`src/rtl/fetch_stage.sv`:
```
// MIPS instruction-fetch stage: holds the PC, keeps one imem request in flight,
// and presents instr / pc+4 / jump fields through a valid/ready output register.
module fetch_stage #(
   parameter logic [31:0] RESET_PC = 32'h0000_0000
) (
   input  logic        clk,
   input  logic        rst_n,
   output logic        imem_req,
   output logic [31:0] imem_addr,
   input  logic        imem_ack,
   input  logic [31:0] imem_rdata,
   input  logic        redirect,
   input  logic [31:0] redirect_pc,
   output logic        out_valid,
   input  logic        out_ready,
   output logic [31:0] out_instr,
   output logic [31:0] out_pc4,
   output logic [25:0] out_jtarget,
   output logic [31:0] out_jaddr
);
   localparam int unsigned XLEN = 32;
   localparam int unsigned JW   = 26;
   localparam logic [XLEN-1:0] ALIGN_MASK = ~XLEN'(3);

   typedef enum logic [1:0] {S_IDLE, S_FETCH, S_FULL, S_DRAIN} state_t;

   state_t          r_state;
   state_t          w_next;
   logic [XLEN-1:0] r_pc;
   logic [XLEN-1:0] r_drain_addr;
   logic [XLEN-1:0] r_instr;
   logic [XLEN-1:0] r_pc4;
   logic            r_valid;

   logic            w_req;
   logic            w_load;
   logic            w_clr_valid;
   logic            w_save_drain;
   logic [XLEN-1:0] w_pc4;
   logic [XLEN-1:0] w_redirect_pc;

   assign w_pc4         = r_pc + XLEN'(4);
   assign w_redirect_pc = redirect_pc & ALIGN_MASK;

   // State register
   always_ff @(posedge clk or negedge rst_n) begin
      if (!rst_n) r_state <= S_IDLE;
      else        r_state <= w_next;
   end

   // Next state: redirect outranks ack/ready; a still-pending request must drain
   always_comb begin
      w_next = r_state;
      if (r_state == S_IDLE) begin
         w_next = S_FETCH;
      end else if (redirect) begin
         w_next = (w_req && !imem_ack) ? S_DRAIN : S_FETCH;
      end else begin
         case (r_state)
            S_FETCH: if (imem_ack) w_next = S_FULL;
            S_FULL:  if (out_ready) w_next = imem_ack ? S_FULL : S_FETCH;
            S_DRAIN: if (imem_ack) w_next = S_FETCH;
            default: w_next = S_IDLE;
         endcase
      end
   end

   // Memory request and datapath controls
   always_comb begin
      w_req        = 1'b0;
      imem_addr    = r_pc;
      w_load       = 1'b0;
      w_clr_valid  = redirect;
      w_save_drain = 1'b0;
      case (r_state)
         S_IDLE: w_req = 1'b0;
         S_FETCH: begin
            w_req  = 1'b1;
            w_load = imem_ack && !redirect;
         end
         S_FULL: begin
            w_req  = out_ready;
            w_load = out_ready && imem_ack && !redirect;
            if (out_ready && !imem_ack) w_clr_valid = 1'b1;
         end
         S_DRAIN: begin
            w_req     = 1'b1;
            imem_addr = r_drain_addr;
         end
         default: w_req = 1'b0;
      endcase
      w_save_drain = redirect && w_req && !imem_ack;
   end

   // PC, drain address and output register
   always_ff @(posedge clk or negedge rst_n) begin
      if (!rst_n) begin
         r_pc         <= RESET_PC & ALIGN_MASK;
         r_drain_addr <= '0;
         r_instr      <= '0;
         r_pc4        <= '0;
         r_valid      <= 1'b0;
      end else begin
         if (redirect)    r_pc <= w_redirect_pc;
         else if (w_load) r_pc <= w_pc4;
         if (w_save_drain) r_drain_addr <= imem_addr;
         if (w_load) begin
            r_instr <= imem_rdata;
            r_pc4   <= w_pc4;
         end
         if (w_load)           r_valid <= 1'b1;
         else if (w_clr_valid) r_valid <= 1'b0;
      end
   end

   assign imem_req    = w_req;
   assign out_valid   = r_valid;
   assign out_instr   = r_instr;
   assign out_pc4     = r_pc4;
   assign out_jtarget = r_instr[JW-1:0];
   assign out_jaddr   = {r_pc4[XLEN-1:XLEN-4], r_instr[JW-1:0], 2'b00};

endmodule

```
`config.mk`:
```
export PLATFORM = sky130hd
export DESIGN_NAME = fetch_stage
export DESIGN_NICKNAME = d
export VERILOG_FILES = /design/src/rtl/fetch_stage.sv
export SDC_FILE = /design/constraint.sdc
export NUM_CORES = 1
export LEC_CHECK = 0
export CORE_AREA = 2 2 153 155
export DETAILED_ROUTE_END_ITERATION = 16
export DIE_AREA = 0 0 155 157
export PLACE_DENSITY = 0.62
export SYNTH_ARGS = -nofsm -noshare
export SYNTH_HDL_FRONTEND = slang
export SYNTH_SLANG_ARGS = --single-unit
export TNS_END_PERCENT = 30
```
`constraint.sdc`:
```
create_clock -name clk -period 2.77 [get_ports clk]
set_input_delay 0.277 -clock clk [delete_from_list [all_inputs] [get_ports clk]]
set_output_delay 0.277 -clock clk [all_outputs]
set_load 0.03 [all_outputs]
```
### Word-level counts from Yosys, hierarchy flattened

Cells that the tools add are included.

| word-level totals | value |
|---|---|
| register bits | 131 |
| latch bits | 0 |
| bits in writable memories | 0 |
| memory bits (read-only) | 0 |
| bits of input ports | 69 |
| output and inout port bits | 156 |
| word-level logic and storage cells | 44 |
| memories | 0 |

| cells by class | value |
|---|---|
| $add $sub $neg | 1 |
| multipliers | 0 |
| divide/modulo/power cells | 0 |
| magnitude comparators | 0 |
| eq/ne operators | 6 |
| shift operators | 0 |
| mux-type cells | 17 |
| bitwise gates (word level) | 0 |
| reductions and logical operators | 14 |

Operators with widths:

| kind | number |
|---|---|
| 32-bit 2-to-1 mux | 3 |
| 32-bit by 3-bit adder with 32-bit output (second input constant) | 1 |
| 2-bit 2-to-1 mux | 7 |
| 4-bit != test (second input constant) | 3 |
| 1-bit logical AND | 7 |
| 2-bit case mux with 3 select lines | 1 |
| 2-bit == test (second input constant) | 2 |
| 1-bit 2-to-1 mux | 4 |
| 2-bit nonzero test | 2 |
| 1-bit case mux with 3 select lines | 1 |
| 3-bit AND reduction | 1 |
| 2-bit by 1-bit == test with 1-bit output (second input constant) | 1 |
| 1-bit zero test | 2 |
| 2-bit zero test | 1 |
| 1-bit case mux with 2 select lines | 1 |
| 2-bit OR reduction | 1 |

### Depth between registers and ports, before layout

Gate-level depths: netlist (run 1).

| depth | value |
|---|---|
| word-level depth | 7 |
| mapped depth | 9 |
| mapped depth without buffers | 7 |

### Worst setup path before layout (run 1)

Ideal clock, no wire load.

| path | value |
|---|---|
| path type | register to register |
| start point | reg r_state[0] |
| end point | reg r_drain_addr[11] |
| arrival | 2.064 ns |
| data required time | 2.700 ns |
| slack | 0.637 ns |
| cell stages (with the launch flop) | 6 |
| buffers on the path | 2 |
| path through | dfrtp_1 -> ha_1 -> clkbuf_1 -> clkbuf_1 -> o21ai_0 -> mux2_2 |

RTL lines:

| item | RTL line | source |
|---|---|---|
| from (decl) | 27 | `state_t r_state;` |
| from (signal assigned) | 48 | `else r_state <= w_next;` |
| 2-bit == test | 75 | `case (r_state)` |
| 32-bit 2-to-1 mux | 75 |  |
| net imem_addr[11] | 9 | `output logic [31:0] imem_addr,` |
| to (signal assigned) | 106 | `if (w_save_drain) r_drain_addr <= imem_addr;` |
| to (decl) | 30 | `logic [XLEN-1:0] r_drain_addr;` |

The timed path passes the listed nets, and every way through them passes these cells.
A chain may end at the register's enable or synchronous reset.

### Final worst setup path (run 1)

| path | value |
|---|---|
| start point | reg r_state[1] |
| end point | out imem_addr[8] |

| between the ends | value |
|---|---|
| word-level cells in the longest chain between the ends | 2 |

RTL lines:

| item | RTL line |
|---|---|
| 2-bit == test | 75 |
| 32-bit 2-to-1 mux | 75 |
| to (decl) | 9 |

Every way passes these cells.

==> qor.csv, run 1 <==
stage,metric,value,unit
route,drtAntennaViolNets,0,
run_status,status,"complete, no violations",
setup_path,critPathMaxStageDelay,0.59,ns
cells_and_area,fill_cells,2183,
power,leakagePower,3.70,nW
route,num_vias,4975,
synthesis,ys_seq_elements,127,
sta,worstMarginPinSlew,0.689,ns
hold_path,holdCritPathClass,input pin to flip-flop,
clock_network,clock_sinks,127,
floorplanning,io_pins,225,
synthesis,synth_common_cells,"127 x dfrtp_1, 91 x mux2_2, 63 x buf_4",
setup_path,r2r_cells,7,
placed_design,placed_cells,1053,
clock_network,cts_buffers,17,
grt,grt_use_total,14.5,%
setup_path,critPathRequiredTime,2.49,ns
route,drc_errors,0,
clock_network,clk_pin_slew,0.06,ns
cells_and_area,layoutNonFillerInstCount,1087,
power,power_density,1250,nW/µm²
power,pwr-share-comb,55.2,%
setup_path,rrSetupSlack,0.49,ns
flow_run,max-cap-violations,0,
hold_path,whs_path_depth,3,
synthesis,synth_edf_count,0,
cells_and_area,finalNetCount,863,
setup_path,timing.critical_path.cells,ha_1 -> buf_12 -> mux2_2 -> clkdlybuf4s50_1,
placed_design,dp_hpwl,12700,µm
synthesis,synth_area_leaders,"dfrtp_1 48%, mux2_2 15%, buf_4 7.1%",
synthesis,synth_top_area_cell,dfrtp_1,
synthesis,ys_seq_area_share,47.7,%
synthesis,yosys_warnings,0,
setup_path,r2r-end,out_instr[23]$_DFFE_PN0P_,
clock_network,root_buffer,clkbuf_16,
sta,hold_viol,0,
clock_network,cts_resized,0,
sta,slew-limit-headroom,54.0,%
synthesis,synthCells,634,
sta,min_period_over_period,91.6,%
hold_path,min_to,r_pc[23]$_DFFE_PN0P_,
route,drt_wl_total,17400,µm
clock_network,htree_levels,4,
power,p_sw,0.00503,W
synthesis,yosysMostFrequentCell,dfrtp_1,
route,dr.pass1.iters,5,
clock_network,cts_setup_buffers,0,
power,clock_power_share,17.6,%
sta,tns,0,ns
synthesis,synthArstFlopShare,100,%
cells_and_area,area_delta_synth_final,39.8,%
floorplanning,core-area,22500,µm²
sta,post-route-min-period,2.54,ns
power,seqPwrFrac,27.2,%
sta,fmax,394,MHz
setup_path,cp_max_fo,27,
clock_network,cts_tree,done,
floorplanning,die_w,155,µm
grt,grt_pass1_wl,27400,µm
floorplanning,start_util,29.6,%
floorplanning,rows,55,
clock_network,clockBufferDepth,2,
synthesis,synth_ff_type,dfrtp_1,
sta,skew,0.0137,ns
route,routed_via_density,4.58,
floorplanning,dieHeight,157,µm
power,switching_share,43.2,%
hold_path,worstHoldStart,redirect,
power,p_int,0.00661,W
placed_design,routabilityCongestion,0.819,
grt,grt_overflow,0,
grt,antenna_found_initial,1,
grt,grt_pass1_vias,4739,
floorplanning,die_area,24300,µm²
setup_path,cp-start-kind,flip-flop,
setup_path,critPathKind,flip-flop to primary output,
grt,grt_max_degree,72,
synthesis,avgSynthCellArea,10.5,µm²
setup_path,r2r-start,r_state[0]$_DFFE_PN0P_,
clock_network,insertion_delay,0.42,ns
synthesis,yosysUniqueCellTypes,36,
route,wl_per_cell,16.0,µm
placed_design,io_buffer_count,218,
sta,drv_slew,0,
route,drt_iter0_drc,227,
sta,grt_setup_unrepaired,no,
setup_path,critPathSlowestCell,clkdlybuf4s50_1,
power,peakVddDrop,567,µV
synthesis,netlist_area,6660,µm²
synthesis,synth_top_area_share,47.7,%
cells_and_area,drive_above_1_share,21.5,%
setup_path,worstPathArrival,2.26,ns
setup_path,critPathCaptureType,primary output,
sta,final-setup-viol-count,0,
==> state kept, by name, indices dropped and copies added (netlist names) <==
| register | flops |
|---|---|
| r_state | 2 |
| r_pc | 30 |
| out_pc4 | 30 |
| r_drain_addr | 32 |
| out_valid | 1 |
| out_instr | 32 |
==> layout make-up <==
cell class              instances  area [µm²]  area share [%]
diodes                          1        2.50          0.0269
clock buffers                  18         439            4.71
clock inverters                14         109            1.17
inverters                       8        30.0           0.322
multi-input cells             400        2840            30.5
flip-flops and latches        127        3180            34.1
well taps                     285         357            3.83
repair buffers                234        2360            25.4
==> worst max-delay path, delay by kind of cell, from the launching register on <==
kind / cells / cell delay (ns)
muxes: 1 / 0.37
buffers and inverters: 2 / 0.80
DFF: 1 / 0.42
adders and majority gates: 1 / 0.24
==> what timing repair did <==
action | 4_1_cts | 5_1_grt
hold buffers | 1 | 0
endpoints found under the hold margin | 69 | 0
setup endpoints to repair | 0 | 0
==> cell usage in the layout, fill, tap and decap left out, types with 5 or more instances in the layout <==
cell / n
ha_1: 6
clkdlybuf4s50_1: 191
clkinvlp_4: 5
nand2_1: 49
clkbuf_16: 17
inv_1: 8
buf_12: 10
buf_4: 30
nor3_1: 6
xnor2_1: 16
dfrtp_1: 127
xor2_1: 40
nand3_1: 24
nor2_1: 46
and2_1: 5
a21oi_1: 32
o21ai_0: 32
mux2_2: 91
nand4_1: 21
==> power groups by stage <==
| stage | Combinational [W] | Sequential, W | Clock (W) |
|---|---|---|---|
| floorplan | 0.00343 | 0.00399 | 0 |
| global placement | 0.00642 | 0.00317 | 0 |
| detailed placement | 0.00648 | 0.00321 | 0 |
| CTS | 0.00649 | 0.00318 | 0.00213 |
| global route | 0.00675 | 0.00330 | 0.00222 |
| finish | 0.00642 | 0.00316 | 0.00205 |
==> per-stage QoR <==
| stage | total power [W] | cell area [µm²] | util, % | hold WS (ns) | setup WS, ns |
|---|---|---|---|---|---|
| 2_1_floorplan | 0.00742 | 6680 | - | -0.0186 | 0.637 |
| 3_3_place_gp | 0.00960 | 8760 | 38.9 | 0.355 | 0.414 |
| 3_5_place_dp | 0.00969 | 8760 | 38.9 | 0.362 | 0.410 |
| 4_1_cts | 0.0118 | 9320 | 41.4 | 0.294 | 0.204 |
| 5_1_grt | 0.0123 | 9320 | 41.4 | 0.323 | 0.131 |
| 6_report | 0.0116 | 9320 | 41.4 | 0.316 | 0.234 |
==> how the worst max path moves through the flow <==
stage	from	end	slack (ns)
after floorplan	r_state[0]$_DFFE_PN0P_	r_drain_addr[11]$_DFFE_PN0P_	0.64
after global placement	imem_ack	out_instr[9]$_DFFE_PN0P_	0.41
after detailed placement	imem_ack	out_instr[23]$_DFFE_PN0P_	0.41
after CTS	r_state[0]$_DFFE_PN0P_	imem_addr[8]	0.20
after global routing	r_state[0]$_DFFE_PN0P_	imem_addr[8]	0.13
final	r_state[1]$_DFFE_PN0P_	imem_addr[8]	0.23
==> kinds of logic after synthesis <==
family | share of synthesized area, %
xor+xnor | 7.36
flops | 47.7
simple gates | 12.2
fa+ha+maj | 1.13
compound gates | 5.65
other cells | 0.0563
buf+inv | 10.1
mux | 15.8
==> layer usage <==
layer / up-vias / global-route usage, % / share of wire, %
met5: - / 0 / 0
met4: 0 / 4.59 / 0.80
met3: 8 / 3.83 / 5.4
met2: 173 / 22.3 / 45
met1: 2381 / 20.0 / 49
li1: 2413 / - / -
Note: power is estimated with default switching activity, not from simulation.
==> inputs of run 2 (changes only) <==
--- a/config.mk
+++ b/config.mk
@@ -9,6 +9,7 @@
 export DETAILED_ROUTE_END_ITERATION = 16
 export DIE_AREA = 0 0 155 157
 export PLACE_DENSITY = 0.62
+export RECOVER_POWER = 50
 export SYNTH_ARGS = -nofsm -noshare
 export SYNTH_HDL_FRONTEND = slang
 export SYNTH_SLANG_ARGS = --single-unit
==> constraint.sdc (replaced) <==
create_clock -name clk -period 2.5 [get_ports clk]
set_input_delay 0.25 -clock clk [delete_from_list [all_inputs] [get_ports clk]]
set_output_delay 0.25 -clock clk [all_outputs]
set_load 0.03 [all_outputs]
==> qor.csv, run 2 (synthesis results as in run 1) <==
stage,metric,value,unit
run_status,status,"finished, violations left",
run_status,violations,"capacitance limit, slew limit",
setup_path,critPathBufInv,2,
hold_path,holdCritPathClass,input pin to flip-flop,
setup_path,critPathCaptureType,primary output,
grt,grt_pass1_wl,27800,µm
floorplanning,die_w,155,µm
placed_design,dp_hpwl,12900,µm
grt,antenna_found_initial,1,
floorplanning,start_util,29.6,%
grt,grt_overflow,0,
placed_design,placed_cells,1060,
sta,skew,0.00675,ns
route,num_vias,5091,
flow_run,max-cap-violations,1,
cells_and_area,layout_commonest_cell,dfrtp_1,
route,wl_per_cell,16.2,µm
setup_path,critPathSlowestCell,a211oi_1,
sta,fmax,426,MHz
route,drc_errors,0,
route,drt_wl_total,17700,µm
cells_and_area,finalNetCount,870,
floorplanning,dieHeight,157,µm
sta,tns,0,ns
route,routed_via_density,4.66,
cells_and_area,layoutNonFillerInstCount,1093,
clock_network,root_buffer,clkbuf_16,
floorplanning,rows,55,
cells_and_area,drive_above_1_share,21.9,%
sta,min_period_over_period,94.0,%
cells_and_area,layout_common_cells,"127 x dfrtp_1, 109 x clkdlybuf4s50_1, 91 x mux2_2",
power,power_density,1380,nW/µm²
sta,worstMarginPinSlew,1.50,ns
sta,grt_setup_unrepaired,no,
clock_network,cts_tree,done,
grt,grt_max_degree,59,
clock_network,clockBufferDepth,2,
sta,post-route-min-period,2.35,ns
setup_path,critPathRequiredTime,2.25,ns
sta,drv_slew,57,
route,dr.pass1.iters,5,
clock_network,cts_setup_buffers,0,
placed_design,routabilityCongestion,0.817,
setup_path,worstPathArrival,2.10,ns
clock_network,insertion_delay,0.42,ns
route,drt_iter0_drc,236,
setup_path,critPathTopFamily,compound AO/OA/AOI/OAI gates,
clock_network,clock_sinks,127,
clock_network,clk_pin_slew,0.06,ns
floorplanning,die_area,24300,µm²
setup_path,path_common_cell,buf_12,
grt,grt_use_total,14.9,%
clock_network,htree_levels,4,
power,peakVddDrop,702,µV
floorplanning,core-area,22500,µm²
route,drtAntennaViolNets,0,
setup_path,critPathKind,flip-flop to primary output,
floorplanning,io_pins,225,
cells_and_area,area_delta_synth_final,41.2,%
setup_path,cp-start-kind,flip-flop,
grt,grt_pass1_vias,4922,
setup_path,timing.critical_path.cells,ha_1 -> buf_12 -> a211oi_1 -> nor2_1 -> buf_12,
setup_path,critPathMaxStageDelay,0.45,ns
sta,final-setup-viol-count,0,
sta,hold_viol,0,
sta,slew-limit-headroom,-0.256,%
clock_network,cts_buffers,17,
power,leakagePower,3.80,nW
setup_path,cp_max_fo,38,
placed_design,io_buffer_count,218,
-- run 2: cell count changes in the layout (fill, tap and decap cells not counted), sizes merged, moves of 3 or more --
cell           previous run  this run
buf                      42        47
clkdlybuf4s50           191       109
clkinvlp                  5         2
dlygate4sd3               1        75
bufinv                    0         4
dlygate4sd2               0         8
clkbuf                   18        22
inv                      11         8
-- run 2: path summary, 6_finish.rpt --
path                       slack, ns                      start  depth (start not counted)                   endpoint
max reg2reg                     0.31     r_state[0]$_DFFE_PN0P_                          8       r_pc[16]$_DFFE_PN0P_
min                             0.12                   redirect                          2      out_valid$_DFFE_PN0P_
max                             0.15     r_state[0]$_DFFE_PN0P_                          5                   imem_req
max in group asynchronous       0.41                      rst_n                          3    out_pc4[26]$_DFFE_PN0P_
min reg2reg                     0.50  out_instr[29]$_DFFE_PN0P_                          1  out_instr[29]$_DFFE_PN0P_
min in group asynchronous       0.74                      rst_n                          2   out_instr[3]$_DFFE_PN0P_
-- run 2: metrics by stage --
stage	util [%]	power [W]	hold WS (ns)	worst slack (ns)	instance area (µm²)
finish	41.8	0.0129	0.124	0.150	9410
global route	41.8	0.0137	0.111	0.0306	9410
CTS	41.9	0.0134	0.105	0.131	9420
detailed placement	39.1	0.0108	0.258	0.337	8800
global placement	39.1	0.0106	0.258	0.340	8800
floorplan	-	0.00822	-0.0456	0.367	6680
-- run 2: metal layers --
| layer | track usage, % | wire length, µm | vias up |
|---|---|---|---|
| li1 | - | - | 2424 |
| met1 | 20.5 | 8400 | 2465 |
| met2 | 22.9 | 7980 | 182 |
| met3 | 3.72 | 1030 | 20 |
| met4 | 4.72 | 255 | 0 |
| met5 | 0 | 0 | - |
-- run 2: area by class of cell --
cell class                      instances  area, µm²
Timing Repair Buffer                  241       2380
Tap cell                              285        357
Sequential cell                       127       3180
Inverter                                8       30.0
Antenna cell                            1       2.50
Fill cell                            2158      13100
Multi-Input combinational cell        400       2840
Clock buffer                           20        457
Clock inverter                         11        164
-- run 2: worst register-to-register path: cells and delay by family (launching register included) --
| family | cells | cell delay [ns] |
|---|---|---|
| AO/OA/AOI/OAI | 1 | 0.17 |
| XOR/XNOR | 1 | 0.16 |
| adder cells (fa/ha/maj) | 1 | 0.27 |
| buffers and inverters | 2 | 0.38 |
| flip-flops | 1 | 0.43 |
| AND/OR/NAND/NOR | 3 | 0.70 |
-- run 2: power breakdown --
group	leakage (nW)	switching, W	internal [W]
logic	1.99	0.00398	0.00289
registers	1.51	0.000582	0.00288
clock network	0.302	0.000903	0.00171
total	3.80	0.00547	0.00748
-- run 2: repair_timing --
item                       4_1_cts  5_1_grt
gates resized for setup          8        0
setup endpoints to repair        8        0
hold endpoints to repair        54        0
hold buffers                     1        0
==> inputs of run 3 (changes only) <==
--- a/config.mk
+++ b/config.mk
@@ -8,6 +8,7 @@
 export CORE_AREA = 2 2 153 155
 export DETAILED_ROUTE_END_ITERATION = 16
 export DIE_AREA = 0 0 155 157
+export HOLD_SLACK_MARGIN = 0.06
 export PLACE_DENSITY = 0.62
 export RECOVER_POWER = 50
 export SYNTH_ARGS = -nofsm -noshare
==> results of run 3 <==
Same layout as run 2: the final DEF is identical, and so are final timing and power.
